--- config.mk ---
export PLATFORM = sky130hd
export DESIGN_NAME = uart_boot_ctrl
export DESIGN_NICKNAME = d
export VERILOG_FILES = /design/src/rtl/boot_pkg.sv /design/src/rtl/uart_rx_byte.sv /design/src/rtl/uart_boot_ctrl.sv
export SDC_FILE = /design/constraint.sdc
export NUM_CORES = 1
export LEC_CHECK = 0
export CAP_MARGIN = 20
export CORE_ASPECT_RATIO = 0.8
export CORE_UTILIZATION = 52
export CTS_CLUSTER_DIAMETER = 50
export DETAILED_ROUTE_END_ITERATION = 16
export GPL_ROUTABILITY_DRIVEN = 0
export PLACE_DENSITY = 0.74
export REMOVE_ABC_BUFFERS = 1
export SLEW_MARGIN = 20
export SYNTH_ARGS = -nofsm -noshare
export SYNTH_HDL_FRONTEND = slang
export SYNTH_SLANG_ARGS = --single-unit
export TNS_END_PERCENT = 1
--- constraint.sdc ---
create_clock -name clk -period 3.8 [get_ports clk]
set_input_delay 0.38 -clock clk [delete_from_list [all_inputs] [get_ports clk]]
set_output_delay 0.38 -clock clk [all_outputs]
set_load 0.02 [all_outputs]
--- src/rtl/boot_pkg.sv ---
// Shared types and constants for the UART boot-load sequencer.
package boot_pkg;

  // Top-level sequencer states.
  typedef enum logic [1:0] {
    ST_WAIT  = 2'd0,
    ST_RECV  = 2'd1,
    ST_WRITE = 2'd2,
    ST_DONE  = 2'd3
  } boot_state_e;

  // Byte receiver states.
  typedef enum logic [1:0] {
    RX_IDLE  = 2'd0,
    RX_START = 2'd1,
    RX_DATA  = 2'd2,
    RX_STOP  = 2'd3
  } rx_state_e;

  // Bit positions inside err_o.
  localparam int ERR_FRAME = 0;
  localparam int ERR_OVF   = 1;

  // Image terminator; never written to instruction memory.
  localparam logic [31:0] END_WORD_DEFAULT = 32'h0000_0FFF;

endpackage

--- src/rtl/uart_rx_byte.sv ---
// 8N1 UART byte receiver: 2-flop synchroniser, mid-bit start re-check,
// centre sampling of data and stop bits. Outputs are one-cycle pulses.
module uart_rx_byte
  import boot_pkg::*;
#(
  parameter int CLKS_PER_BIT = 347
) (
  input  logic       clk,
  input  logic       rst_l,
  input  logic       rx_i,
  output logic       rx_valid,
  output logic [7:0] rx_data,
  output logic       frame_err
);

  localparam int TMR_W = $clog2(CLKS_PER_BIT);
  localparam logic [TMR_W-1:0] TMR_FULL = TMR_W'(CLKS_PER_BIT - 1);
  localparam logic [TMR_W-1:0] TMR_HALF = TMR_W'(CLKS_PER_BIT / 2 - 1);

  logic             rx_s1_q, rx_s2_q, rx_prev_q;
  rx_state_e        state_q, state_d;
  logic [TMR_W-1:0] tmr_q, tmr_d;
  logic [2:0]       bit_q, bit_d;
  logic [7:0]       shift_q, shift_d;
  logic [7:0]       data_q, data_d;
  logic             valid_q, valid_d;
  logic             ferr_q, ferr_d;

  // Synchronise rx and keep the previous synchronised value for edge detect.
  // These idle high so reset never looks like a start bit.
  always_ff @(posedge clk or negedge rst_l) begin
    if (!rst_l) begin
      rx_s1_q   <= 1'b1;
      rx_s2_q   <= 1'b1;
      rx_prev_q <= 1'b1;
    end else begin
      rx_s1_q   <= rx_i;
      rx_s2_q   <= rx_s1_q;
      rx_prev_q <= rx_s2_q;
    end
  end

  // Receiver state and datapath registers.
  always_ff @(posedge clk or negedge rst_l) begin
    if (!rst_l) begin
      state_q <= RX_IDLE;
      tmr_q   <= '0;
      bit_q   <= '0;
      shift_q <= '0;
      data_q  <= '0;
      valid_q <= 1'b0;
      ferr_q  <= 1'b0;
    end else begin
      state_q <= state_d;
      tmr_q   <= tmr_d;
      bit_q   <= bit_d;
      shift_q <= shift_d;
      data_q  <= data_d;
      valid_q <= valid_d;
      ferr_q  <= ferr_d;
    end
  end

  // Bit timer and frame sequencing; tmr counts down to the next bit centre.
  always_comb begin
    state_d = state_q;
    tmr_d   = tmr_q;
    bit_d   = bit_q;
    shift_d = shift_q;
    data_d  = data_q;
    valid_d = 1'b0;
    ferr_d  = 1'b0;
    case (state_q)
      RX_IDLE: begin
        if (rx_prev_q && !rx_s2_q) begin
          state_d = RX_START;
          tmr_d   = TMR_HALF;
        end
      end
      RX_START: begin
        if (tmr_q == '0) begin
          if (!rx_s2_q) begin
            state_d = RX_DATA;
            tmr_d   = TMR_FULL;
            bit_d   = 3'd0;
          end else begin
            state_d = RX_IDLE;  // glitch, not a real start bit
          end
        end else begin
          tmr_d = tmr_q - TMR_W'(1);
        end
      end
      RX_DATA: begin
        if (tmr_q == '0) begin
          shift_d = {rx_s2_q, shift_q[7:1]};
          tmr_d   = TMR_FULL;
          bit_d   = bit_q + 3'd1;
          if (bit_q == 3'd7) state_d = RX_STOP;
        end else begin
          tmr_d = tmr_q - TMR_W'(1);
        end
      end
      RX_STOP: begin
        if (tmr_q == '0) begin
          state_d = RX_IDLE;
          if (rx_s2_q) begin
            valid_d = 1'b1;
            data_d  = shift_q;
          end else begin
            ferr_d = 1'b1;
          end
        end else begin
          tmr_d = tmr_q - TMR_W'(1);
        end
      end
      default: state_d = RX_IDLE;
    endcase
  end

  assign rx_valid  = valid_q;
  assign rx_data   = data_q;
  assign frame_err = ferr_q;

endmodule

--- src/rtl/uart_boot_ctrl.sv ---
// Boot-load sequencer: assembles little-endian words from UART bytes, writes
// them to instruction memory over req/gnt, and releases the core on END_WORD.
module uart_boot_ctrl
  import boot_pkg::*;
#(
  parameter int          CLKS_PER_BIT = 347,
  parameter int          ADDR_W       = 12,
  parameter logic [31:0] END_WORD     = END_WORD_DEFAULT,
  parameter int          START_DLY    = 16
) (
  input  logic              clk,
  input  logic              rst_l,
  input  logic              rx_i,
  output logic              prog_ready_o,
  output logic              mem_req_o,
  input  logic              mem_gnt_i,
  output logic [ADDR_W-1:0] mem_addr_o,
  output logic [31:0]       mem_wdata_o,
  output logic              core_rst_l_o,
  output logic              done_o,
  output logic [1:0]        err_o
);

  localparam int DLY_W = (START_DLY > 1) ? $clog2(START_DLY) : 1;
  localparam logic [DLY_W-1:0]  DLY_LAST = DLY_W'(START_DLY - 1);
  localparam logic [ADDR_W-1:0] ADDR_MAX = '1;

  logic       rx_valid, frame_err;
  logic [7:0] rx_data;

  uart_rx_byte #(.CLKS_PER_BIT(CLKS_PER_BIT)) u_rx (
    .clk      (clk),
    .rst_l    (rst_l),
    .rx_i     (rx_i),
    .rx_valid (rx_valid),
    .rx_data  (rx_data),
    .frame_err(frame_err)
  );

  boot_state_e       state_q, state_d;
  logic [DLY_W-1:0]  dly_q, dly_d;
  logic [1:0]        cnt_q, cnt_d;
  logic [31:0]       word_q, word_d;
  logic [ADDR_W-1:0] addr_q, addr_d;
  logic              full_q, full_d;   // last address already written
  logic              skid_v_q, skid_v_d;
  logic [7:0]        skid_q, skid_d;
  logic [1:0]        err_q, err_d;
  logic              ready_q, done_q, core_q;

  logic              byte_take;
  logic [7:0]        byte_val;
  logic [31:0]       word_nx;

  // Sequencer state and datapath registers.
  always_ff @(posedge clk or negedge rst_l) begin
    if (!rst_l) begin
      state_q  <= ST_WAIT;
      dly_q    <= '0;
      cnt_q    <= '0;
      word_q   <= '0;
      addr_q   <= '0;
      full_q   <= 1'b0;
      skid_v_q <= 1'b0;
      skid_q   <= '0;
      err_q    <= '0;
    end else begin
      state_q  <= state_d;
      dly_q    <= dly_d;
      cnt_q    <= cnt_d;
      word_q   <= word_d;
      addr_q   <= addr_d;
      full_q   <= full_d;
      skid_v_q <= skid_v_d;
      skid_q   <= skid_d;
      err_q    <= err_d;
    end
  end

  // Status outputs follow the state by one cycle. Ready stays high in WRITE
  // because the skid register still accepts a byte there.
  always_ff @(posedge clk or negedge rst_l) begin
    if (!rst_l) begin
      ready_q <= 1'b0;
      done_q  <= 1'b0;
      core_q  <= 1'b0;
    end else begin
      ready_q <= (state_q == ST_RECV) || (state_q == ST_WRITE);
      done_q  <= (state_q == ST_DONE);
      core_q  <= (state_q == ST_DONE);
    end
  end

  // Next-state: start delay, byte assembly, write handshake, skid, errors.
  always_comb begin
    state_d   = state_q;
    dly_d     = dly_q;
    cnt_d     = cnt_q;
    word_d    = word_q;
    addr_d    = addr_q;
    full_d    = full_q;
    skid_v_d  = skid_v_q;
    skid_d    = skid_q;
    err_d     = err_q;
    byte_take = 1'b0;
    byte_val  = rx_data;
    word_nx   = word_q;

    if (frame_err) err_d[ERR_FRAME] = 1'b1;

    case (state_q)
      ST_WAIT: begin
        dly_d = dly_q + DLY_W'(1);
        if (dly_q == DLY_LAST) state_d = ST_RECV;
      end
      ST_RECV: begin
        // A buffered byte is older than anything arriving now.
        if (skid_v_q) begin
          byte_take = 1'b1;
          byte_val  = skid_q;
          skid_v_d  = rx_valid;
          skid_d    = rx_valid ? rx_data : skid_q;
        end else if (rx_valid) begin
          byte_take = 1'b1;
          byte_val  = rx_data;
        end
        if (byte_take) begin
          word_nx[{cnt_q, 3'b000} +: 8] = byte_val;
          word_d = word_nx;
          cnt_d  = cnt_q + 2'd1;
          if (cnt_q == 2'd3) begin
            if (word_nx == END_WORD) state_d = ST_DONE;
            else if (full_q)         err_d[ERR_OVF] = 1'b1;
            else                     state_d = ST_WRITE;
          end
        end
      end
      ST_WRITE: begin
        if (rx_valid) begin
          if (skid_v_q) begin
            err_d[ERR_OVF] = 1'b1;
          end else begin
            skid_v_d = 1'b1;
            skid_d   = rx_data;
          end
        end
        if (mem_gnt_i) begin
          state_d = ST_RECV;
          if (addr_q == ADDR_MAX) full_d = 1'b1;
          else                    addr_d = addr_q + ADDR_W'(1);
        end
      end
      ST_DONE: ;
      default: state_d = ST_WAIT;
    endcase
  end

  assign prog_ready_o = ready_q;
  assign mem_req_o    = (state_q == ST_WRITE);
  assign mem_addr_o   = addr_q;
  assign mem_wdata_o  = word_q;
  assign core_rst_l_o = core_q;
  assign done_o       = done_q;
  assign err_o        = err_q;

endmodule

==> impl_summary.md, run 1 <==
Synth
For this run, the leading register cell type out of synthesis is dfrtp_1. Yosys printed 0 warnings. The synthesized netlist contains 59 unique library cells. The commonest cells after synthesis are 98 x dfrtp_1, 75 x nand2_1, 54 x o21ai_0, 24 x a21oi_1, 21 x o22ai_1. The main combinational cell family by area after synthesis is simple AND/OR/NAND/NOR gates. The average cell area after synthesis is 10.3 µm². Yosys instantiated no cell more often than dfrtp_1. The fraction of the mapped netlist area in adder cells is 4.82%. The total of flip-flops plus latches after synthesis is 101. dfrtp_1 takes more of the synthesized area than any other cell.

The sequential cell area fraction in the yosys report is 51.3%. The xor/xnor share of the synthesized area is 2.84%. Of the total synthesized cell area, the portion taken by AND, OR, NAND and NOR gates is 16.6%. For this run, asynchronously set or reset flops after synthesis account for between 90% and 100%.

The synthesized instance count is 479. Summed over its instances, the top area cell type makes up 49.7% of the synthesized netlist area. By area the synthesized netlist is led by dfrtp_1 50%, nand2_1 5.7%, o21ai_0 5.5%. Measured against the total synthesized area, the mux share comes to 6.19%. Counting flops with a built-in enable in the synthesized netlist gives 0. The post-synthesis compound-gate area fraction is 15.6%. The mapped netlist covers 4930 µm².

Pwr
The static leakage power is 2.55 nW. Registers are responsible for a little over two fifths of the overall power. The total internal power is 0.00201 W. Dividing total power by cell area gives a power density of 499 nW/µm².

The clock network burns 29.4% of the power. The switching share of power is 31.0%. Combinational cells account for about 28% of the total power.

The peak supply drop is 0.407 mV. The net switching power is 0.000903 W.

STA
The total negative slack for setup checks is 0 ns. The final cycle utilization of the critical path is between 70% and 80%. The hold violation total from the final report was 2. Setup violations remaining at the end of the flow were counted as 0. At the pin with the least slew margin, the transition time is 0.708 ns.

The worst pin sits at a relative slew slack of between 50% and 60%. The worst hold slack is -0.00656 ns. The final-report max-slew violation count is 0. Timing would allow up to between 300 and 400 MHz. Setup repair after global routing left no endpoint under its margin. The final period demand of the worst path is 2.71 ns. The setup clock skew after layout is 0.00497 ns.

Clock network
The number of buffers between clock root and the deepest sink is 2. The insertion delay of the later-clocked pin in the worst-skew pair is 0.34 ns. The number of setup buffers added after CTS is 0. The clock tree from TritonCTS is yes. CTS placed an instance of clkbuf_16 at the clock tree root. After clock tree synthesis, the repair step resized 0 gates. The number of sinks handled by clock tree synthesis is 101. After clock tree synthesis, the flow added hold-fix buffers numbering 0. The H-tree was split into 3 levels. Counting the buffers created by CTS gives 9.

Clock-pin slew was measured on the worst setup and hold paths at 0.06 ns.

Setup path
For the worst setup path, the data required time is 4.07 ns. The critical path launch point type is a flip-flop. The data arrival time at the worst-slack endpoint is 2.98 ns. In this design, the stage delay of the slowest critical-path cell is 0.47 ns. The signal on the critical path passes through inv_1 -> ha_1 -> and4b_1 -> nand2b_1 -> a2111oi_4 -> o2111ai_1 -> or4_4 -> a21boi_2. STA classifies the critical path endpoint as a flip-flop. The worst setup path is of the flip-flop to flip-flop kind. The master of the slowest instance on the critical path is dfrtp_1. In this run the worst path has a maximum fanout of 10.

Outcome
The final reports fail on hold timing. The run finished, with violations left.

Global route
The initial antenna violation count is 0. Entering global routing, the biggest net connects 40 pins. The remaining global-route overflow is 0. The number of global-route vias before repair came to roughly 3.6k.

For this run, the total global-route usage over all layers was measured as between 20% and 30%. The first-pass GRT wire length is 17.6 mm.

Finish
The final net count is roughly 560. The repair_antennas step left the layout with diodes totalling 0. The finished cells cover 5840 µm².

The share of final-layout standard cells stronger than drive strength 1 is 9.68%. Excluding fillers, the count of instances in the completed layout stands at 652. The area growth from synthesis to layout is 18.4%.

Routing
The number of nets still failing antenna checks after routing is 0. Before antenna repair, the detailed router went through 5 iterations. The post-detailed-route via-to-cell ratio is 5.82. The routed design has 10.6 mm of wire. The first routing iteration left 284 violations. Dividing the detail-routed wire length by the instance count gives approximately 16 µm. The via count of the routed design is 3792.

The residual DRC count is 0.

Placement
The placed instances occupy a cell area of between 5000 and 6000 µm². In this run the tool buffered the top-level ports with 53 buffer cells. Including well taps, the total number of placed cells is 639. After legalization and detailed placement, the total HPWL measured about 7.5 mm.

Floorplan
The die width is approximately 110 µm. The cell row count is 31. The die covers 9880 µm². From bottom edge to top edge, the die measures just under 90 µm. The area of the placeable core is between 9000 and 10000 µm². 54 I/O pins were placed. The initial utilization of the core area, before any placement, comes to about 54%.

Flow run
The number of max-cap violations is 0.

Min path
The type of the worst min-delay path is input pin to asynchronous set/reset pin.
## metal layers
metal	track usage, %	share of wire, %	wire length (µm)
met5	0	0	0
met4	8.61	1.5	161
met3	4.54	4.8	503
met2	37.3	47	5000
met1	30.5	46	4900
## cells in the final DEF (no fill, tap or decap), types with 5 or more instances in the layout
cell	instances
dfrtp_1	98
nand2_1	75
o21ai_0	54
clkdlybuf4s50_1	52
a21oi_1	24
o22ai_1	21
ha_1	19
mux2_2	18
nor2_1	17
inv_1	16
xnor2_1	13
clkbuf_16	9
mux2i_1	8
nor3_1	7
nand2b_1	7
or3_1	6
nand4_1	6
nand3_1	6
nor4_1	6
buf_4	6
and3_1	5
o21a_1	5
o22a_1	5
## state kept, by name, summed over array words and instances, names as in the netlist, 3 cells and up, named ones only
signal / cells
dly_q: 4
mem_addr_o: 12
mem_wdata_o: 32
skid_q: 8
u_rx.bit_q: 3
u_rx.rx_data: 8
u_rx.shift_q: 8
u_rx.tmr_q: 9
## worst max-delay path: cells and delay by family, from the launching register on
kind / cells / cell delay [ns]
AO/OA/AOI/OAI: 3 / 0.72
buffers and inverters: 1 / 0.17
adder cells (fa/ha/maj): 1 / 0.34
AND/OR/NAND/NOR: 3 / 0.94
flip-flops: 1 / 0.47
## path summary, 6_finish.rpt
| check | start | end | cells after the start | slack (ns) |
|---|---|---|---|---|
| worst max-delay path | cnt_q[0] | state_q[1] | 8 | 1.09 |
| worst min-delay path | rst_l | dly_q[2] | 1 | -0.007 |
| worst max register to register | cnt_q[0] | state_q[1] | 8 | 1.09 |
| worst min register to register | u_rx.rx_s1_q | u_rx.rx_s2_q | 0 | 0.36 |
| max in group asynchronous | rst_l | mem_wdata_o[24] | 2 | 2.94 |
| min in group clk | u_rx.rx_s1_q | u_rx.rx_s2_q | 0 | 0.36 |
## cells by family after synthesis
kind of cell | count (synthesis)
AND/OR/NAND/NOR | 160
flip-flops | 101
AO/OA/AOI/OAI | 127
buffers and inverters | 29
adder cells (fa/ha/maj) | 19
multiplexers | 27
XOR/XNOR | 16
## power by group through the flow
stage | logic, W | registers [W] | clock network (W)
after floorplan | 0.000575 | 0.00127 | 0
after global placement | 0.000761 | 0.00126 | 0
after detailed placement | 0.000789 | 0.00127 | 0
after CTS | 0.000797 | 0.00125 | 0.000881
after global routing | 0.000887 | 0.00127 | 0.000916
final | 0.000803 | 0.00125 | 0.000858
## cell type report
type                    instances  area (µm²)
flip-flops and latches        101        2530
repair buffers                 58         566
clock inverters                 3        40.0
clock buffers                  10         229
fillers                       748        3270
multi-input cells             349        2270
inverters                      16        60.1
well taps                     115         144
## metrics by stage
stage,worst slack (ns),utilization (%),power [W]
final,1.09,64.1,0.00291
after detailed placement,1.16,61.1,0.00206
after global routing,0.993,64.1,0.00307
after floorplan,1.06,-,0.00185
after CTS,1.14,64.1,0.00293
after global placement,1.29,61.1,0.00203
Power figures use the tool's default switching activity.
==> run 2, diff against run 1 <==
Clock period 3.8 ns to 2.5 ns, I/O delays scaled along.
==> run 2 against run 1 <==
Net effect:
- the flow now finishes without violations
- global-route usage grew 0.83 points
- fmax grew 13%
- cell count rose by 2.3%
- critical path depth is the same
- clock skew increased by 0.0025 ns
- final area rose by 2.5%
- power increased by 52%
- worst hold slack improved by 0.33 ns
- clock power increased by 53%
- register-to-register slack got worse by 1.0 ns
- largest cell class unchanged
- sequential cell count is the same
- worst setup slack got worse by 1.0 ns
- critical path type unchanged
==> impl_summary.md, run 2 (synthesized netlist as in run 1, its figures left out) <==
Setup path
The data required time at the worst endpoint is 2.77 ns (-1.30 ns). The start-to-end type of the worst setup path is flip-flop to flip-flop. The maximum fanout along the worst path came to 6 (-4). Traced cell by cell, the critical path runs through inv_1 -> ha_4 -> and4bb_2 -> o21ai_0 -> a222oi_1 -> nand4b_1 -> or4_4 -> a21boi_2. The data arrival time at the worst-slack endpoint is 2.68 ns (-0.30 ns). STA classifies the critical path endpoint as a flip-flop. The master of the slowest instance on the critical path is or4_4. The critical path launch point type is a flip-flop. The stage delay of the slowest cell on the critical path is 0.51 ns (+0.04 ns).

Placement
The HPWL reported at the end of detailed placement is 7.76 mm (+3.6%). The placed standard-cell area is 5670 µm² (+1.8%). The number of buffers inserted by port buffering is 53 (unchanged). The cell count after placement came to 649 (+1.6%).

Pwr
The peak supply drop is 0.662 mV (+63%). The static leakage power was 2.61 nW (+2.6%). The power per unit of standard cell area is 741 nW/µm² (+49%).

Global route
The first-pass GRT wire length is 18.1 mm (+3.1%). The global-route total usage across every layer was 23.6% (+0.83 points). The remaining global-route overflow is 0 (unchanged).

The pin count of the biggest net entering global routing was 72 (+80%). The initial antenna violation count came to 0 (unchanged). The number of global-route vias before repair is 3681 (+2.2%).

STA
The hold violation total from the final report was 0 (-2). The final cycle utilization of the critical path is 96.2% (+25 points). The final period demand of the worst path was 2.41 ns (-0.301 ns).

The setup clock skew after layout is 0.00748 ns (+0.00251 ns). The slew at the pin closest to its max-slew limit is 0.669 ns (-0.0382 ns). Setup repair after global routing could not meet its margin everywhere.

The final-report setup violation count came to 0 (unchanged). The final-report max-slew violation count is 0 (unchanged). The tightest slew margin relative to the limit came to 54.1% (+1.9 points).

The fmax is 416 MHz (+13%).

Floorplan
The die footprint was 9880 µm² (unchanged). The initial cell density of the core is 54.1% (unchanged). The cell row count is 31 (unchanged). The vertical extent of the die is 89.1 µm (unchanged). The area of the placeable core was 9110 µm² (unchanged). The die width is 111 µm (unchanged).

The number of primary I/O pins is 54 (unchanged).

Clock network
The number of CTS-inserted buffers is 9 (unchanged). The root buffer cell chosen for the clock tree is clkbuf_16. TritonCTS built the clock tree.

The number of buffers between clock root and the deepest sink was 2 (unchanged). The H-tree depth is 3 (unchanged). The insertion delay of the later-clocked pin in the worst-skew pair is 0.34 ns (about the same).

The clock-pin slew on the worst setup and hold paths came to 0.07 ns (about the same). The number of sinks handled by clock tree synthesis is 101 (unchanged).

Finish
In the layout the commonest cells are 98 x dfrtp_1, 75 x nand2_1, 54 x o21ai_0, 52 x clkdlybuf4s50_1, 24 x a21oi_1. The area growth from synthesis to layout is 21.4%. The summed area of non-filler cells in the final layout is 5990 µm² (+2.5%). The final design utilization is 65.7% (+1.6 points). The final net count is 570 (+2.2%). The area occupied by multi-input gates is 2290 µm² (+0.99%).

The library cell used most frequently in the layout, excluding fill and tap cells, is dfrtp_1. The count of inserted antenna diode cells is 0 (unchanged). The number of flip-flops in the largest register is 32 (unchanged). The number of fill cells in the layout is 726 (-2.9%). The share of final-layout standard cells stronger than drive strength 1 is 12.9% (+3.2 points). The area used by sequential logic in the layout is 2530 µm² (unchanged). The number of standard cells in the layout, taps in and fillers out came to 667 (+2.3%).

Routing
The final wirelength is 11.0 mm (+4.2%). The post-detailed-route via-to-cell ratio is 5.81 (about the same). The residual DRC count came to 0 (unchanged).

The number of violations reported at the end of detailed-routing iteration 0 is 277 (-2.5%). The detailed-route wire length per cell was 16.5 µm (+1.8%). The number of nets still failing antenna checks after routing was 0 (unchanged). The via count of the routed design is 3876 (+2.2%). The detailed-router iteration count before antenna repair was 5 (unchanged).

Min path
The type of the worst min-delay path is input pin to flip-flop.

Flow run
The number of max-cap violations came to 0 (unchanged).

Outcome
The flow ran to the end, and the final reports show no timing, DRC or antenna violations.
run 2: cell type report:
cell class	count	share of cell area, %
sequential	101	42.3
multi-input combinational	349	38.3
timing repair buffer	70	11.4
clock buffer	11	4.05
tap	115	2.40
inverter	16	1.00
clock inverter	5	0.585
run 2: metrics by stage:
stage	total power (W)	TNS [ns]	hold WS (ns)	worst slack, ns
final	0.00444	0	0.323	0.0939
after global routing	0.00470	-0.0101	0.327	-0.00913
after CTS	0.00446	0	0.316	0.0547
after detailed placement	0.00315	-0.00838	0.213	-0.00838
after global placement	0.00309	0	0.206	0.135
after floorplan	0.00281	-0.532	-0.0456	-0.243
run 2: path summary, 6_finish.rpt:
kind / from / end / slack [ns] / depth (start not counted)
min in group asynchronous: rst_l / prog_ready_o / 0.38 / 2
min reg2reg: u_rx.rx_s1_q / u_rx.rx_s2_q / 0.36 / 0
min: rx_i / u_rx.rx_s1_q / 0.32 / 1
max in group asynchronous: rst_l / u_rx.rx_s2_q / 1.38 / 3
max: cnt_q[0] / state_q[1] / 0.09 / 8
max reg2reg: cnt_q[0] / state_q[1] / 0.09 / 8
run 2: timing repair:
action | in CTS | in global routing
hold buffers | 1 | 0
endpoints found under the hold margin | 30 | 0
setup endpoints to repair | 2 | 5
resized for setup | 2 | 3
pin swaps | 1 | 3
setup buffers | 1 | 0
run 2: power by group:
group          switching [W]  internal [W]  total, W
Clock               0.000604      0.000705   0.00131
Sequential          0.000120       0.00178   0.00190
Combinational       0.000694      0.000535   0.00123
run 2: metal layers:
metal  track usage [%]  vias up  share of wire [%]
met4              9.21        0                2.3
met2              38.2      126                 47
li1                  -     1860                  -
met1              30.4     1866                 45
met5                 0        -                  0
met3              6.85       24                6.2
run 2: critical path: cells and delay by family (launching register included):
family / cells / cell delay, ns
AOI/OAI and AO/OA: 3 / 0.58
adders and majority gates: 1 / 0.24
buffers and inverters: 1 / 0.13
and+or+nand+nor: 3 / 1.00
DFF: 1 / 0.38
==> run 3, diff against run 2 <==
Settings changed: ABC_AREA set to 1, DONT_BUFFER_PORTS set to 1, PLACE_DENSITY 0.74 to 0.67.
==> run 3 against run 2 <==
Net effect:
- the run now ends with hold timing left
- via count increased by 4.8%
- die area rose by 5.0%
- worst hold slack worse by 0.72 ns
- first-iteration DRC count rose by 13%
- critical path depth grew 6
- largest power group unchanged
- routed wire length about the same
- sequential cell count is the same
==> impl_summary.md, run 3 <==
Outcome
The flow ran to the end, but the final reports show violations. The checks that failed: hold timing.

Synth
In the synthesized netlist the dominant register cell turns out to be dfrtp_1. The total of flip-flops plus latches after synthesis is 101 (unchanged). The sequential cell area fraction in the yosys report is 48.8% (-2.5 points). By area the synthesized netlist is led by dfrtp_1 47%, nand2_1 11%, nor2_1 5.2%.

The yosys synthesis warning count is 0 (unchanged). The area share of the largest cell type after synthesis is 47.3% (-2.4 points). In the post-synthesis netlist, the cell with the most instances is nand2_1.

The number of enable flip-flop cells after synthesis is 0 (unchanged). The fraction of registers with async set or reset after synthesis is 100% (unchanged). The synthesized area was 5180 µm² (+5.1%). dfrtp_1 takes more of the synthesized area than any other cell.

Sorting the synthesized cells by how often they occur yields 158 x nand2_1, 98 x dfrtp_1, 72 x nor2_1, 61 x inv_1, 38 x o21ai_0. The number of library cell types mapped by synthesis is 37 (-37%). The average cell area after synthesis is 8.33 µm² (-19%). The synthesized instance count is 622 (+30%).

STA
The setup clock skew after layout came to 0.00716 ns (-0.000317 ns). The final period demand of the worst path is 2.27 ns (-0.133 ns). The final cycle utilization of the critical path is 90.9% (-5.3 points). The worst hold slack was -0.401 ns (-0.724 ns). The hold violation total from the final report is 101 (+101). The tightest slew margin relative to the limit is 65.6% (+12 points).

The slew at the pin closest to its max-slew limit is 0.514 ns (-0.155 ns). Setup repair after global routing left no endpoint under its margin. The fmax is 440 MHz (+5.9%). The final-report max-slew violation count was 0 (unchanged). The final-report setup violation count was 0 (unchanged).

Placement
The cell count after placement was 746 (+15%). The HPWL reported at the end of detailed placement is 7.70 mm (-0.83%). The number of buffers inserted by port buffering was 0 (-100%).

Routing
The detailed-route wire length per cell is 14.4 µm (-12%). The post-detailed-route via-to-cell ratio came to 5.33 (-8.3%). The number of nets still failing antenna checks after routing is 0 (unchanged). The final wirelength is 11.0 mm (about the same). The via count of the routed design is 4062 (+4.8%). The residual DRC count is 0 (unchanged). The number of violations reported at the end of detailed-routing iteration 0 was 312 (+13%). The detailed-router iteration count before antenna repair is 4 (-1).

Setup path
The worst-case reg-to-reg path depth is 14 (+6). The critical path launch point type is a flip-flop. The maximum fanout along the worst path is 21 (+15). The data required time at the worst endpoint came to 2.74 ns (-0.03 ns). The critical path is of the flip-flop to flip-flop type. The minimum setup slack among reg-to-reg paths is 0.23 ns (+0.13 ns).

The startpoint of the worst-slack reg-to-reg timing path is cnt_q[0]. The data arrival time at the worst-slack endpoint is 2.51 ns (-0.17 ns). The endpoint of the most critical register-to-register path is state_q[1]. STA classifies the critical path endpoint as a flip-flop.

Global route
The remaining global-route overflow was 0 (unchanged). The initial antenna violation count was 0 (unchanged). The number of global-route vias before repair was 3721 (+1.1%). The global-route total usage across every layer is 22.8% (-0.76 points). The pin count of the biggest net entering global routing is 102 (+42%). The first-pass GRT wire length is 18.5 mm (+2.2%).

Floorplan
The die width is 114 µm (+2.5%). The number of primary I/O pins came to 54 (unchanged). The cell row count is 32 (+3.2%).

The initial cell density of the core came to 53.7% (-0.39 points). The area of the placeable core is 9650 µm² (+5.9%). The die footprint is 10400 µm² (+5.0%). The vertical extent of the die was 91.3 µm (+2.5%).

Clock network
The number of sinks handled by clock tree synthesis is 101 (unchanged). The insertion delay of the later-clocked pin in the worst-skew pair came to 0.35 ns (about the same). The clock tree from TritonCTS is yes. The number of buffers between clock root and the deepest sink was 2 (unchanged). The H-tree depth is 3 (unchanged). The hold buffer count at cts is 1 (unchanged). The clock-pin slew on the worst setup and hold paths is 0.07 ns (about the same). The buffer cell driving the clock tree root is clkbuf_16. The number of CTS-inserted buffers is 9 (unchanged). The number of setup buffers added after CTS came to 0 (-1).

Flow run
The number of max-cap violations came to 0 (unchanged).

Finish
The area occupied by multi-input gates is 2300 µm² (+0.49%). The number of flip-flops in the largest register is 32 (unchanged). The top cell types in the final layout, fill and taps aside, are 158 x nand2_1, 97 x dfrtp_1, 70 x nor2_1, 61 x inv_1, 38 x o21ai_0.

The number of standard cells in the layout, taps in and fillers out is 762 (+14%). The library cell used most frequently in the layout, excluding fill and tap cells, is nand2_1. The share of final-layout standard cells stronger than drive strength 1 is 8.95% (-3.9 points). The count of inserted antenna diode cells is 0 (unchanged).

The final design utilization is 58.4% (-7.3 points). The area used by sequential logic in the layout came to 2530 µm² (about the same). The number of fill cells in the layout is 864 (+19%). The final net count came to 645 (+13%). The area growth from synthesis to layout is 8.74%.

Pwr
The static leakage power came to 2.80 nW (+7.3%). The power per unit of standard cell area is 808 nW/µm² (+9.0%). The peak supply drop is 0.513 mV (-23%).

Min path
The tightest min-delay check is of the input pin to asynchronous set/reset pin type.
## run 3: changes by cell type in the layout (fill, tap and decap cells not counted), sizes merged, moves of 15 or more
cell	previous run	this run
inv	17	66
nor2	17	75
mux2	18	1
a31oi	1	37
o22ai	21	4
nand2	75	165
nand3	7	26
clkdlybuf4s50	52	0
a21oi	24	9
## run 3: worst max path at each step
stage / start / end / cells past startpoint
floorplan: skid_v_q / mem_wdata_o[0] / 3
global placement: cnt_q[0] / state_q[1] / 13
detailed placement: cnt_q[0] / state_q[1] / 13
CTS: cnt_q[0] / state_q[1] / 13
global route: cnt_q[1] / state_q[1] / 16
finish: cnt_q[0] / state_q[1] / 14
## run 3: cell families after synthesis
| family | Yosys count | synth area share, % |
|---|---|---|
| and+or+nand+nor | 296 | 24.4 |
| xor gates and xnor gates | 20 | 3.38 |
| muxes | 1 | 0.217 |
| DFF | 101 | 48.8 |
| buffers and inverters | 86 | 7.14 |
| AOI/OAI and AO/OA | 99 | 11.4 |
| adders and majority gates | 19 | 4.59 |
## run 3: cell type report
class | count | area share [%]
flip-flops and latches | 101 | 44.9
multi-input cells | 435 | 40.9
inverters | 66 | 4.40
clock buffers | 10 | 4.24
well taps | 136 | 3.02
repair buffers | 9 | 1.47
clock inverters | 5 | 1.07
## run 3: worst max-delay path, cell delays in order, from the launching register on
cell and delay (ns):
dfrtp_1 0.39, buf_4 0.22, ha_1 0.23, inv_1 0.22, nor2_2 0.14, nand4_1 0.16
nand2_1 0.07, nor2_1 0.13, nand2_1 0.07, nor2_1 0.13, nand3_1 0.14, nand2_1 0.08
nand2_1 0.07, nand2_1 0.08, nand2_1 0.05
## run 3: repair_timing
item / in CTS / in global routing
setup endpoints to repair: 0 / 3
endpoints found under the hold margin: 102 / 101
gates resized for setup: 0 / 3
## run 3: power by group
| part | total, W | internal (W) | switching [W] |
|---|---|---|---|
| Sequential | 0.00206 | 0.00183 | 0.000236 |
| Combinational | 0.00108 | 0.000403 | 0.000681 |
| Clock | 0.00141 | 0.000801 | 0.000604 |
## run 3: through the flow
stage	setup TNS, ns	instance area, µm²	hold slack [ns]	setup WS, ns	total power, W
final	0	5640	-0.401	0.227	0.00455
after global routing	0	5640	-0.421	0.0365	0.00481
after CTS	0	5620	-0.411	0.181	0.00456
after detailed placement	0	5310	-0.0413	0.181	0.00315
after global placement	0	5310	-0.0415	0.223	0.00311
after floorplan	-29.97	5060	-0.0456	-0.886	0.00290
## run 3: metal layers
metal	share of wire, %	GRT usage [%]	up-vias
li1	-	-	2039
met3	6.0	6.61	15
met2	45	35.0	92
met4	1.5	6.80	0
met5	0	0	-
met1	48	31.3	1916
